--- src/rtl/dmem_lsu.sv ---
// Data-memory load/store unit: sits between the core M stage and a single-port
// BRAM. Stores complete in one cycle; loads stall the core for BRAM_LAT+1 cycles
// and return aligned, extended data with a one-cycle rdata_valid pulse.
module dmem_lsu #(
   parameter int unsigned ADDR_W   = 12,
   parameter int unsigned BRAM_LAT = 1
) (
   input  logic              clk,
   input  logic              rst_n,
   input  logic              req_valid,
   input  logic              req_we,
   input  logic [31:0]       req_addr,
   input  logic [31:0]       req_wdata,
   input  logic [2:0]        req_funct3,
   output logic              stall,
   output logic [31:0]       rdata,
   output logic              rdata_valid,
   output logic              fault,
   output logic [31:0]       fault_addr,
   output logic              bram_en,
   output logic [3:0]        bram_we,
   output logic [ADDR_W-1:0] bram_addr,
   output logic [31:0]       bram_wdata,
   input  logic [31:0]       bram_rdata
);

   localparam logic [1:0] IDLE = 2'd0;
   localparam logic [1:0] WAIT = 2'd1;
   localparam logic [1:0] DONE = 2'd2;

   // Index of the final WAIT cycle, when bram_rdata carries the requested word.
   localparam logic [1:0] LAST_WAIT = 2'(BRAM_LAT - 1);

   logic [1:0]  state_q, state_d;
   logic [1:0]  cnt_q, cnt_d;
   logic [1:0]  addr_lo_q, addr_lo_d;
   logic [2:0]  funct3_q, funct3_d;
   logic [31:0] rdata_q, rdata_d;
   logic [31:0] fault_addr_q, fault_addr_d;

   logic        illegal, misaligned, accept, load_issue;
   logic [3:0]  we_mask;
   logic [7:0]  sel_byte;
   logic [15:0] sel_half;
   logic [31:0] ext_data;

   // Only the word-address bits reach the BRAM; the rest are don't-care here.
   logic unused_addr;
   assign unused_addr = ^req_addr;

   assign bram_addr   = req_addr[ADDR_W+1:2];
   assign rdata       = rdata_q;
   assign fault_addr  = fault_addr_q;
   assign rdata_valid = (state_q == DONE);

   // Request decode: legality, alignment and store lane/data formatting.
   always_comb begin
      illegal    = (req_funct3 == 3'b011) || (req_funct3[2] && req_funct3[1]);
      misaligned = ((req_funct3[1:0] == 2'b01) && req_addr[0]) ||
                   ((req_funct3[1:0] == 2'b10) && (req_addr[1:0] != 2'b00));
      accept     = rst_n && (state_q == IDLE) && req_valid && !illegal && !misaligned;
      load_issue = accept && !req_we;
      fault      = rst_n && (state_q == IDLE) && req_valid && (illegal || misaligned);
      stall      = rst_n && (load_issue || (state_q == WAIT));
      bram_en    = accept;
      case (req_funct3[1:0])
         2'b00:   we_mask = 4'b0001 << req_addr[1:0];
         2'b01:   we_mask = req_addr[1] ? 4'b1100 : 4'b0011;
         default: we_mask = 4'b1111;
      endcase
      bram_we = (accept && req_we) ? we_mask : 4'b0000;
      case (req_funct3[1:0])
         2'b00:   bram_wdata = {4{req_wdata[7:0]}};
         2'b01:   bram_wdata = {2{req_wdata[15:0]}};
         default: bram_wdata = req_wdata;
      endcase
   end

   // Load data alignment and sign/zero extension from the captured request.
   always_comb begin
      sel_byte = bram_rdata[{addr_lo_q, 3'b000} +: 8];
      sel_half = addr_lo_q[1] ? bram_rdata[31:16] : bram_rdata[15:0];
      case (funct3_q[1:0])
         2'b00:   ext_data = {{24{sel_byte[7] & ~funct3_q[2]}}, sel_byte};
         2'b01:   ext_data = {{16{sel_half[15] & ~funct3_q[2]}}, sel_half};
         default: ext_data = bram_rdata;
      endcase
   end

   // Next-state logic: FSM, latency counter and captured load/fault info.
   always_comb begin
      state_d      = state_q;
      cnt_d        = cnt_q;
      addr_lo_d    = addr_lo_q;
      funct3_d     = funct3_q;
      rdata_d      = rdata_q;
      fault_addr_d = fault ? req_addr : fault_addr_q;
      case (state_q)
         IDLE: begin
            if (load_issue) begin
               state_d   = WAIT;
               cnt_d     = 2'd0;
               addr_lo_d = req_addr[1:0];
               funct3_d  = req_funct3;
            end
         end
         WAIT: begin
            if (cnt_q == LAST_WAIT) begin
               state_d = DONE;
               rdata_d = ext_data;
            end else begin
               cnt_d = cnt_q + 2'd1;
            end
         end
         // DONE ignores the still-presented request so it is not issued twice.
         default: state_d = IDLE;
      endcase
   end

   // State registers with synchronous active-low reset.
   always_ff @(posedge clk) begin
      if (!rst_n) begin
         state_q      <= IDLE;
         cnt_q        <= 2'd0;
         addr_lo_q    <= 2'd0;
         funct3_q     <= 3'd0;
         rdata_q      <= 32'd0;
         fault_addr_q <= 32'd0;
      end else begin
         state_q      <= state_d;
         cnt_q        <= cnt_d;
         addr_lo_q    <= addr_lo_d;
         funct3_q     <= funct3_d;
         rdata_q      <= rdata_d;
         fault_addr_q <= fault_addr_d;
      end
   end

endmodule

--- config.mk ---
export PLATFORM = sky130hd
export DESIGN_NAME = dmem_lsu
export DESIGN_NICKNAME = d
export VERILOG_FILES = /design/src/rtl/dmem_lsu.sv
export SDC_FILE = /design/constraint.sdc
export NUM_CORES = 1
export LEC_CHECK = 0
export ABC_CLOCK_PERIOD_IN_PS = 3200
export BUFFER_PORTS_ARGS = -buffer_cell sky130_fd_sc_hd__buf_2
export CAP_MARGIN = 10
export CORE_MARGIN = 2
export CORE_UTILIZATION = 45
export CTS_CLUSTER_SIZE = 14
export DETAILED_ROUTE_END_ITERATION = 7
export PLACE_DENSITY = 0.78
export SYNTH_ARGS = -nofsm -noshare
export SYNTH_HDL_FRONTEND = slang
export SYNTH_SLANG_ARGS = --single-unit
export TNS_END_PERCENT = 1
--- constraint.sdc ---
create_clock -name clk -period 3.2 [get_ports clk]
set_input_delay 0.96 -clock clk [delete_from_list [all_inputs] [get_ports clk]]
set_output_delay 0.96 -clock clk [all_outputs]
set_load 0.005 [all_outputs]
==> run_summary.xml, run 1 <==
<?xml version="1.0" encoding="UTF-8"?>
<metrics>
  <group name="cts">
    <metric name="cts-root-buf" unit="">sky130_fd_sc_hd__clkbuf_8</metric>
    <metric name="cts_buffers" unit="">9</metric>
    <metric name="post_cts_clock_slew_at_the_launch_and_capture_registers_of_the_worst_setup_and_hold_paths" unit="ns">0.07</metric>
    <metric name="cts.path.max_buffers" unit="">2</metric>
    <metric name="holdBufCountCts" unit="">0</metric>
    <metric name="clock_insertion_delay_worst_skew" unit="ns">0.35</metric>
    <metric name="post_cts_setup_inserts" unit="">0</metric>
    <metric name="tritoncts_num_sinks" unit="">73</metric>
    <metric name="cts_htree_levels" unit="">3</metric>
    <metric name="clock_tree_from_tritoncts" unit="">yes</metric>
  </group>
  <group name="layout">
    <metric name="utilization" unit="%">61.2</metric>
    <metric name="final_layout_size_suffix_gt1_share" unit="%">43.6</metric>
    <metric name="filler_cell_count" unit="">756</metric>
    <metric name="layoutNonFillerInstCount" unit="">740</metric>
    <metric name="insertedDiodeCount" unit="">0</metric>
    <metric name="num-nets-final" unit="">734</metric>
    <metric name="post-route-cell-area" unit="µm²">5080</metric>
    <metric name="area_growth_syn_to_layout" unit="%">29.9</metric>
  </group>
  <group name="grt">
    <metric name="antenna_found_initial" unit="">0</metric>
    <metric name="track_usage" unit="%">23.0</metric>
    <metric name="globalRouteOverflowTotal" unit="">0</metric>
    <metric name="grt_max_degree" unit="">77</metric>
    <metric name="number_of_global_route_vias_before_repair" unit="">3600</metric>
    <metric name="global_route_wire_length_before_repair" unit="µm">18000</metric>
  </group>
  <group name="hold_path">
    <metric name="hold_wc_startpoint" unit="">cnt_q[1]$_SDFFE_PN0P_</metric>
    <metric name="min-delay-path-class" unit="">flop to flop</metric>
  </group>
  <group name="floorplan">
    <metric name="floorplan.die.width" unit="µm">97.2</metric>
    <metric name="row_count" unit="">33</metric>
    <metric name="start_util" unit="%">47.1</metric>
    <metric name="design.core.area" unit="µm²">8300</metric>
    <metric name="die_area" unit="µm²">9440</metric>
    <metric name="die_y" unit="µm">97.2</metric>
    <metric name="number_of_i_o_pins" unit="">219</metric>
  </group>
  <group name="timing">
    <metric name="hold_violations" unit="">0</metric>
    <metric name="slew_violations" unit="">0</metric>
    <metric name="worst_hold_slack" unit="ns">0.461</metric>
    <metric name="min_period" unit="ns">3.17</metric>
    <metric name="slew_headroom" unit="%">31.6</metric>
    <metric name="finalWorstSetupSlack" unit="ns">0.0274</metric>
    <metric name="worstMarginPinSlew" unit="ns">1.02</metric>
    <metric name="fin_setup_tns" unit="ns">0</metric>
    <metric name="rsz0062_at_grt" unit="">no</metric>
    <metric name="max_clock_freq" unit="GHz">0.315</metric>
    <metric name="setup_skew" unit="ns">0.0127</metric>
    <metric name="final_min_period_over_clock_period" unit="%">99.1</metric>
    <metric name="setup_viol_count_final" unit="">0</metric>
  </group>
  <group name="placement">
    <metric name="placed_cells" unit="">724</metric>
    <metric name="place_hpwl" unit="µm">8480</metric>
    <metric name="dpl_worst_slack" unit="ns">-0.0322</metric>
    <metric name="io_buffers" unit="">218</metric>
    <metric name="place_area" unit="µm²">4900</metric>
    <metric name="globalplace.congestion" unit="">1.06</metric>
  </group>
  <group name="job">
    <metric name="max-cap-violations" unit="">0</metric>
  </group>
  <group name="routing">
    <metric name="drtAntennaViolNets" unit="">0</metric>
    <metric name="met3_wirelength" unit="µm">784</metric>
    <metric name="wl_met1" unit="µm">4810</metric>
    <metric name="detail_route.drc_violations" unit="">0</metric>
    <metric name="detailroute.wirelength.met2" unit="µm">5330</metric>
    <metric name="vias_per_cell" unit="">5.14</metric>
    <metric name="topRoutingLayerUsed" unit="">met4</metric>
    <metric name="drt_iter0_markers" unit="">212</metric>
    <metric name="finalWirelength" unit="µm">11100</metric>
    <metric name="detail_route.wl_per_cell" unit="µm">15.0</metric>
    <metric name="initial_drt_pass_iterations" unit="">4</metric>
    <metric name="route.vias.total" unit="">3803</metric>
  </group>
  <group name="setup_path">
    <metric name="critPathLaunch" unit="">req_funct3[2]</metric>
    <metric name="worst_ep_arrival_time" unit="ns">2.21</metric>
    <metric name="critical_path.n_buffers_inverters" unit="">2</metric>
    <metric name="timing_worst_setup_path_type" unit="">input port to output pin</metric>
    <metric name="worst_path_largest_cell_delay" unit="ns">0.54</metric>
    <metric name="cp-end-kind" unit="">output pin</metric>
    <metric name="crit_fanout" unit="">3</metric>
    <metric name="cpLargestDelayFamily" unit="">simple AND/OR/NAND/NOR gates</metric>
    <metric name="r2r_setup_slack" unit="ns">1.03</metric>
    <metric name="crit_top_cell" unit="">sky130_fd_sc_hd__buf_2</metric>
    <metric name="sequence_of_cells_on_the_critical_path" unit="">buf_2 -&gt; or4_4 -&gt; a211o_1 -&gt; a21boi_1 -&gt; buf_2</metric>
    <metric name="cp.required" unit="ns">2.24</metric>
    <metric name="startpoint_of_the_lowest_slack_register_to_register_path" unit="">funct3_q[0]$_SDFFE_PN0P_</metric>
    <metric name="slowest_cell_on_the_critical_path" unit="">sky130_fd_sc_hd__or4_4</metric>
    <metric name="start_kind" unit="">input port</metric>
  </group>
  <group name="synthesis">
    <metric name="avgSynthCellArea" unit="µm²">8.92</metric>
    <metric name="postSynthCellCount" unit="">438</metric>
    <metric name="synth_seq_area_share" unit="%">37.4</metric>
    <metric name="synth.distinct_cells" unit="">39</metric>
    <metric name="syn_area" unit="µm²">3910</metric>
    <metric name="synthesis.yosys.warnings" unit="">0</metric>
    <metric name="flop_and_latch_count_out_of_synthesis" unit="">73</metric>
    <metric name="syn_nets" unit="">542</metric>
  </group>
  <group name="pwr">
    <metric name="power_per_cell_area" unit="nW/µm²">376</metric>
    <metric name="static-leakage-power" unit="nW">2.63</metric>
    <metric name="peakVddDrop" unit="mV">0.322</metric>
    <metric name="design_power_total" unit="mW">1.91</metric>
  </group>
  <group name="run_status">
    <metric name="run_status" unit="">finished clean</metric>
  </group>
</metrics>
==> routing by layer <==
metal | vias to the layer above | track usage [%]
li1 | 1890 | -
met1 | 1736 | 29.5
met2 | 156 | 38.2
met3 | 21 | 6.26
met4 | 0 | 6.18
met5 | - | 0
==> cell families after synthesis <==
kind of cell	count (synthesis)	synth area share (%)
fa+ha+maj	1	0.320
simple gates	134	17.5
buf+inv	65	9.99
compound gates	93	15.3
flops	73	37.4
mux	72	19.5
==> state kept, by name (all words and copies together) (netlist names) <==
| signal | flops |
|---|---|
| funct3_q | 3 |
| fault_addr | 32 |
| rdata | 32 |
| addr_lo_q | 2 |
| state_q | 2 |
| cnt_q | 2 |
==> path summary, 6_finish.rpt <==
path	to	cells past startpoint
setup / recovery	stall	5
hold / removal	cnt_q[1]$_SDFFE_PN0P_	2
setup reg to reg	rdata[4]$_SDFFE_PN0P_	4
hold reg to reg	cnt_q[1]$_SDFFE_PN0P_	2
==> power breakdown <==
group | switching (mW) | leakage, nW | internal, mW
registers | 0.0133 | 0.592 | 0.934
clock network | 0.349 | 0.0827 | 0.282
logic | 0.158 | 1.96 | 0.171
==> worst register-to-register path, cell delays in order (launching register included) <==
cell and delay [ns]:
sky130_fd_sc_hd__dfxtp_1 0.48, sky130_fd_sc_hd__nor2b_1 0.87, sky130_fd_sc_hd__nand2_1 0.16, sky130_fd_sc_hd__a32o_1 0.31
sky130_fd_sc_hd__a221oi_1 0.26
==> repair_timing <==
action / in CTS / in global routing
resized for setup: 1 / 1
pin swaps: 1 / 0
endpoints found under the setup margin: 1 / 4
==> cells in the mapped netlist, drive strengths merged <==
master   instances  area [µm²]
a221oi           8        70.1
nand4            1        6.26
nand4bb          1        11.3
nor4bb           1        10.0
nand2b           4        25.0
nand2           58         218
o21bai           2        15.0
and3             1        6.26
a21boi           2        15.0
mux4             1        22.5
o2111a           7        78.8
o21a             1        7.51
a211o            1        8.76
mux2i           48         480
clkbuf          23        86.3
or4              1        11.3
o21ai           36         184
a21oi           26         130
nor2            15        56.3
buf             29         255
dfxtp           73        1460
or3b             1        8.76
and2             1        6.26
nor2b           40         250
a31oi            1        6.26
nand3b           8        60.1
inv             13        48.8
o22ai            1        6.26
ha               1        12.5
a21o             1        7.51
nor3b            1        7.51
nand3            1        5.00
a32o             7        70.1
mux2            23         259
==> layout make-up <==
| class | instances | area, µm² | area share (%) |
|---|---|---|---|
| inverters | 13 | 48.8 | 0.961 |
| well taps | 105 | 131 | 2.59 |
| flip-flops and latches | 73 | 1460 | 28.8 |
| clock buffers | 10 | 128 | 2.51 |
| clock inverters | 6 | 42.5 | 0.838 |
| multi-input cells | 300 | 2060 | 40.6 |
| repair buffers | 233 | 1200 | 23.7 |
==> cells in the final DEF, fill, tap and decap left out, types with 2 or more instances in the layout <==
cell type and count:
sky130_fd_sc_hd__buf_2 218, sky130_fd_sc_hd__dfxtp_1 73, sky130_fd_sc_hd__nand2_1 58, sky130_fd_sc_hd__mux2i_1 48, sky130_fd_sc_hd__nor2b_1 40, sky130_fd_sc_hd__o21ai_0 35
sky130_fd_sc_hd__a21oi_1 25, sky130_fd_sc_hd__mux2_2 23, sky130_fd_sc_hd__buf_4 15, sky130_fd_sc_hd__nor2_1 14, sky130_fd_sc_hd__inv_1 13, sky130_fd_sc_hd__clkbuf_8 9
sky130_fd_sc_hd__nand3b_1 8, sky130_fd_sc_hd__a221oi_1 8, sky130_fd_sc_hd__o2111a_1 7, sky130_fd_sc_hd__a32o_1 7, sky130_fd_sc_hd__nand2b_1 4, sky130_fd_sc_hd__o21bai_1 2
sky130_fd_sc_hd__a21boi_1 2, sky130_fd_sc_hd__clkinv_2 2, sky130_fd_sc_hd__clkinvlp_4 2
Note: power is estimated with default switching activity, not from simulation.
==> run 2: changes to the inputs <==
- ABC_CLOCK_PERIOD_IN_PS: 3200 -> 3940
- BUFFER_PORTS_ARGS: -buffer_cell sky130_fd_sc_hd__buf_2 -> -buffer_cell sky130_fd_sc_hd__buf_4
- CORE_UTILIZATION: 45 -> 48
- PLACE_DENSITY: 0.78 -> 0.83
- clock period: 3.2 -> 3.94 ns (I/O delays scaled with it)
==> run_summary.xml, run 2 (synthesis gave the netlist of run 1 again) <==
<?xml version="1.0" encoding="UTF-8"?>
<metrics>
  <group name="run_status">
    <metric name="run_status" unit="">finished clean</metric>
  </group>
  <group name="timing">
    <metric name="slew_headroom" unit="%">24.4</metric>
    <metric name="final_min_period_over_clock_period" unit="%">94.7</metric>
    <metric name="rsz0062_at_grt" unit="">no</metric>
    <metric name="worstMarginPinSlew" unit="ns">1.13</metric>
    <metric name="fin_setup_tns" unit="ns">0</metric>
    <metric name="setup_viol_count_final" unit="">0</metric>
    <metric name="min_period" unit="ns">3.73</metric>
    <metric name="hold_violations" unit="">0</metric>
    <metric name="setup_skew" unit="ns">0.0118</metric>
    <metric name="max_clock_freq" unit="GHz">0.268</metric>
    <metric name="slew_violations" unit="">0</metric>
  </group>
  <group name="grt">
    <metric name="antenna_found_initial" unit="">0</metric>
    <metric name="number_of_global_route_vias_before_repair" unit="">3640</metric>
    <metric name="grt_max_degree" unit="">76</metric>
    <metric name="globalRouteOverflowTotal" unit="">0</metric>
    <metric name="global_route_wire_length_before_repair" unit="µm">17600</metric>
    <metric name="track_usage" unit="%">25.0</metric>
  </group>
  <group name="routing">
    <metric name="drt_iter0_markers" unit="">199</metric>
    <metric name="route.vias.total" unit="">3844</metric>
    <metric name="detail_route.wl_per_cell" unit="µm">15.8</metric>
    <metric name="vias_per_cell" unit="">5.26</metric>
    <metric name="finalWirelength" unit="µm">11500</metric>
    <metric name="drtAntennaViolNets" unit="">0</metric>
    <metric name="detail_route.drc_violations" unit="">0</metric>
    <metric name="initial_drt_pass_iterations" unit="">6</metric>
  </group>
  <group name="setup_path">
    <metric name="timing_worst_setup_path_type" unit="">input port to output pin</metric>
    <metric name="start_kind" unit="">input port</metric>
    <metric name="cp-end-kind" unit="">output pin</metric>
    <metric name="cp.required" unit="ns">2.76</metric>
    <metric name="crit_fanout" unit="">7</metric>
    <metric name="worst_ep_arrival_time" unit="ns">2.55</metric>
  </group>
  <group name="placement">
    <metric name="globalplace.congestion" unit="">0.905</metric>
    <metric name="place_hpwl" unit="µm">8740</metric>
    <metric name="placed_cells" unit="">715</metric>
    <metric name="io_buffers" unit="">218</metric>
    <metric name="place_area" unit="µm²">5400</metric>
  </group>
  <group name="hold_path">
    <metric name="min-delay-path-class" unit="">flop to flop</metric>
  </group>
  <group name="floorplan">
    <metric name="die_area" unit="µm²">8880</metric>
    <metric name="design.core.area" unit="µm²">7810</metric>
    <metric name="start_util" unit="%">50.0</metric>
    <metric name="row_count" unit="">32</metric>
    <metric name="number_of_i_o_pins" unit="">219</metric>
    <metric name="floorplan.die.width" unit="µm">94.2</metric>
    <metric name="die_y" unit="µm">94.2</metric>
  </group>
  <group name="cts">
    <metric name="cts_buffers" unit="">9</metric>
    <metric name="clock_insertion_delay_worst_skew" unit="ns">0.34</metric>
    <metric name="tritoncts_num_sinks" unit="">73</metric>
    <metric name="post_cts.resized_instances" unit="">0</metric>
    <metric name="cts-root-buf" unit="">sky130_fd_sc_hd__clkbuf_8</metric>
    <metric name="clock_tree_from_tritoncts" unit="">yes</metric>
    <metric name="cts_htree_levels" unit="">3</metric>
    <metric name="post_cts_setup_inserts" unit="">0</metric>
    <metric name="cts.path.max_buffers" unit="">2</metric>
    <metric name="post_cts_clock_slew_at_the_launch_and_capture_registers_of_the_worst_setup_and_hold_paths" unit="ns">0.07</metric>
    <metric name="holdBufCountCts" unit="">0</metric>
  </group>
  <group name="layout">
    <metric name="insertedDiodeCount" unit="">0</metric>
    <metric name="final_layout_size_suffix_gt1_share" unit="%">43.1</metric>
    <metric name="filler_cell_count" unit="">617</metric>
    <metric name="post-route-cell-area" unit="µm²">5590</metric>
    <metric name="most_common_library_cell_in_the_layout_ignoring_fill_and_taps" unit="">sky130_fd_sc_hd__buf_4</metric>
    <metric name="num-nets-final" unit="">728</metric>
    <metric name="layoutNonFillerInstCount" unit="">731</metric>
    <metric name="area_growth_syn_to_layout" unit="%">43.2</metric>
    <metric name="layout.cells.most_common_list" unit="">sky130_fd_sc_hd__buf_4 (227), sky130_fd_sc_hd__dfxtp_1 (73), sky130_fd_sc_hd__nand2_1 (58), sky130_fd_sc_hd__mux2i_1 (48), sky130_fd_sc_hd__nor2b_1 (40)</metric>
  </group>
  <group name="pwr">
    <metric name="power_per_cell_area" unit="nW/µm²">299</metric>
    <metric name="static-leakage-power" unit="nW">2.74</metric>
    <metric name="design_power_total" unit="mW">1.67</metric>
    <metric name="peakVddDrop" unit="mV">0.191</metric>
  </group>
  <group name="job">
    <metric name="max-cap-violations" unit="">0</metric>
  </group>
</metrics>
[run 2: cell count changes in the layout (fill, tap and decap cells not counted), sizes merged]
cell / before / now
buf: 233 / 227
bufinv: 0 / 1
clkbuf: 10 / 9
clkinv: 3 / 4
clkinvlp: 2 / 1
[run 2: critical path, cell delays in order]
cell	delay, ns
sky130_fd_sc_hd__buf_4	0.14
sky130_fd_sc_hd__or4_4	0.52
sky130_fd_sc_hd__a21oi_1	0.26
sky130_fd_sc_hd__nand2_1	0.15
sky130_fd_sc_hd__a21oi_1	0.16
sky130_fd_sc_hd__buf_4	0.13
[run 2: layer usage]
layer	up-vias	routed length, µm	global-route usage, %
met4	0	356	9.90
li1	1874	-	-
met2	178	5820	44.0
met5	-	0	0
met1	1759	4570	30.1
met3	33	799	4.33
[run 2: report_power, final]
group          leakage, nW  internal, mW  total [mW]  switching, mW
sequential           0.592         0.759       0.773         0.0137
combinational         2.05         0.190       0.319          0.129
clock               0.0994         0.292       0.580          0.287
total                 2.74          1.24        1.67          0.430
[run 2: final timing paths]
kind                                          startpoint                      to  slack [ns]  depth (start not counted)
worst min register to register     cnt_q[1]$_SDFFE_PN0P_   cnt_q[1]$_SDFFE_PN0P_        0.46                          2
worst max register to register  funct3_q[1]$_SDFFE_PN0P_  rdata[12]$_SDFFE_PN0P_        1.65                          5
worst min-delay path               cnt_q[1]$_SDFFE_PN0P_   cnt_q[1]$_SDFFE_PN0P_        0.46                          2
worst max-delay path                         req_addr[1]              bram_we[3]        0.21                          6
[run 2: layout make-up]
class	count	area [µm²]	area share [%]
Clock buffer	9	124	2.21
Sequential cell	73	1460	26.1
Multi-Input combinational cell	300	2060	36.8
Clock inverter	7	70.1	1.25
Inverter	13	48.8	0.872
Tap cell	102	128	2.28
Timing Repair Buffer	227	1700	30.5
[run 2: through the flow]
step	hold slack (ns)	setup slack [ns]	util [%]
after floorplan	0.432	0.343	-
after global placement	0.441	0.281	69.2
after detailed placement	0.445	0.263	69.2
after CTS	0.454	0.252	71.7
after global routing	0.483	0.163	71.7
final	0.463	0.211	71.7
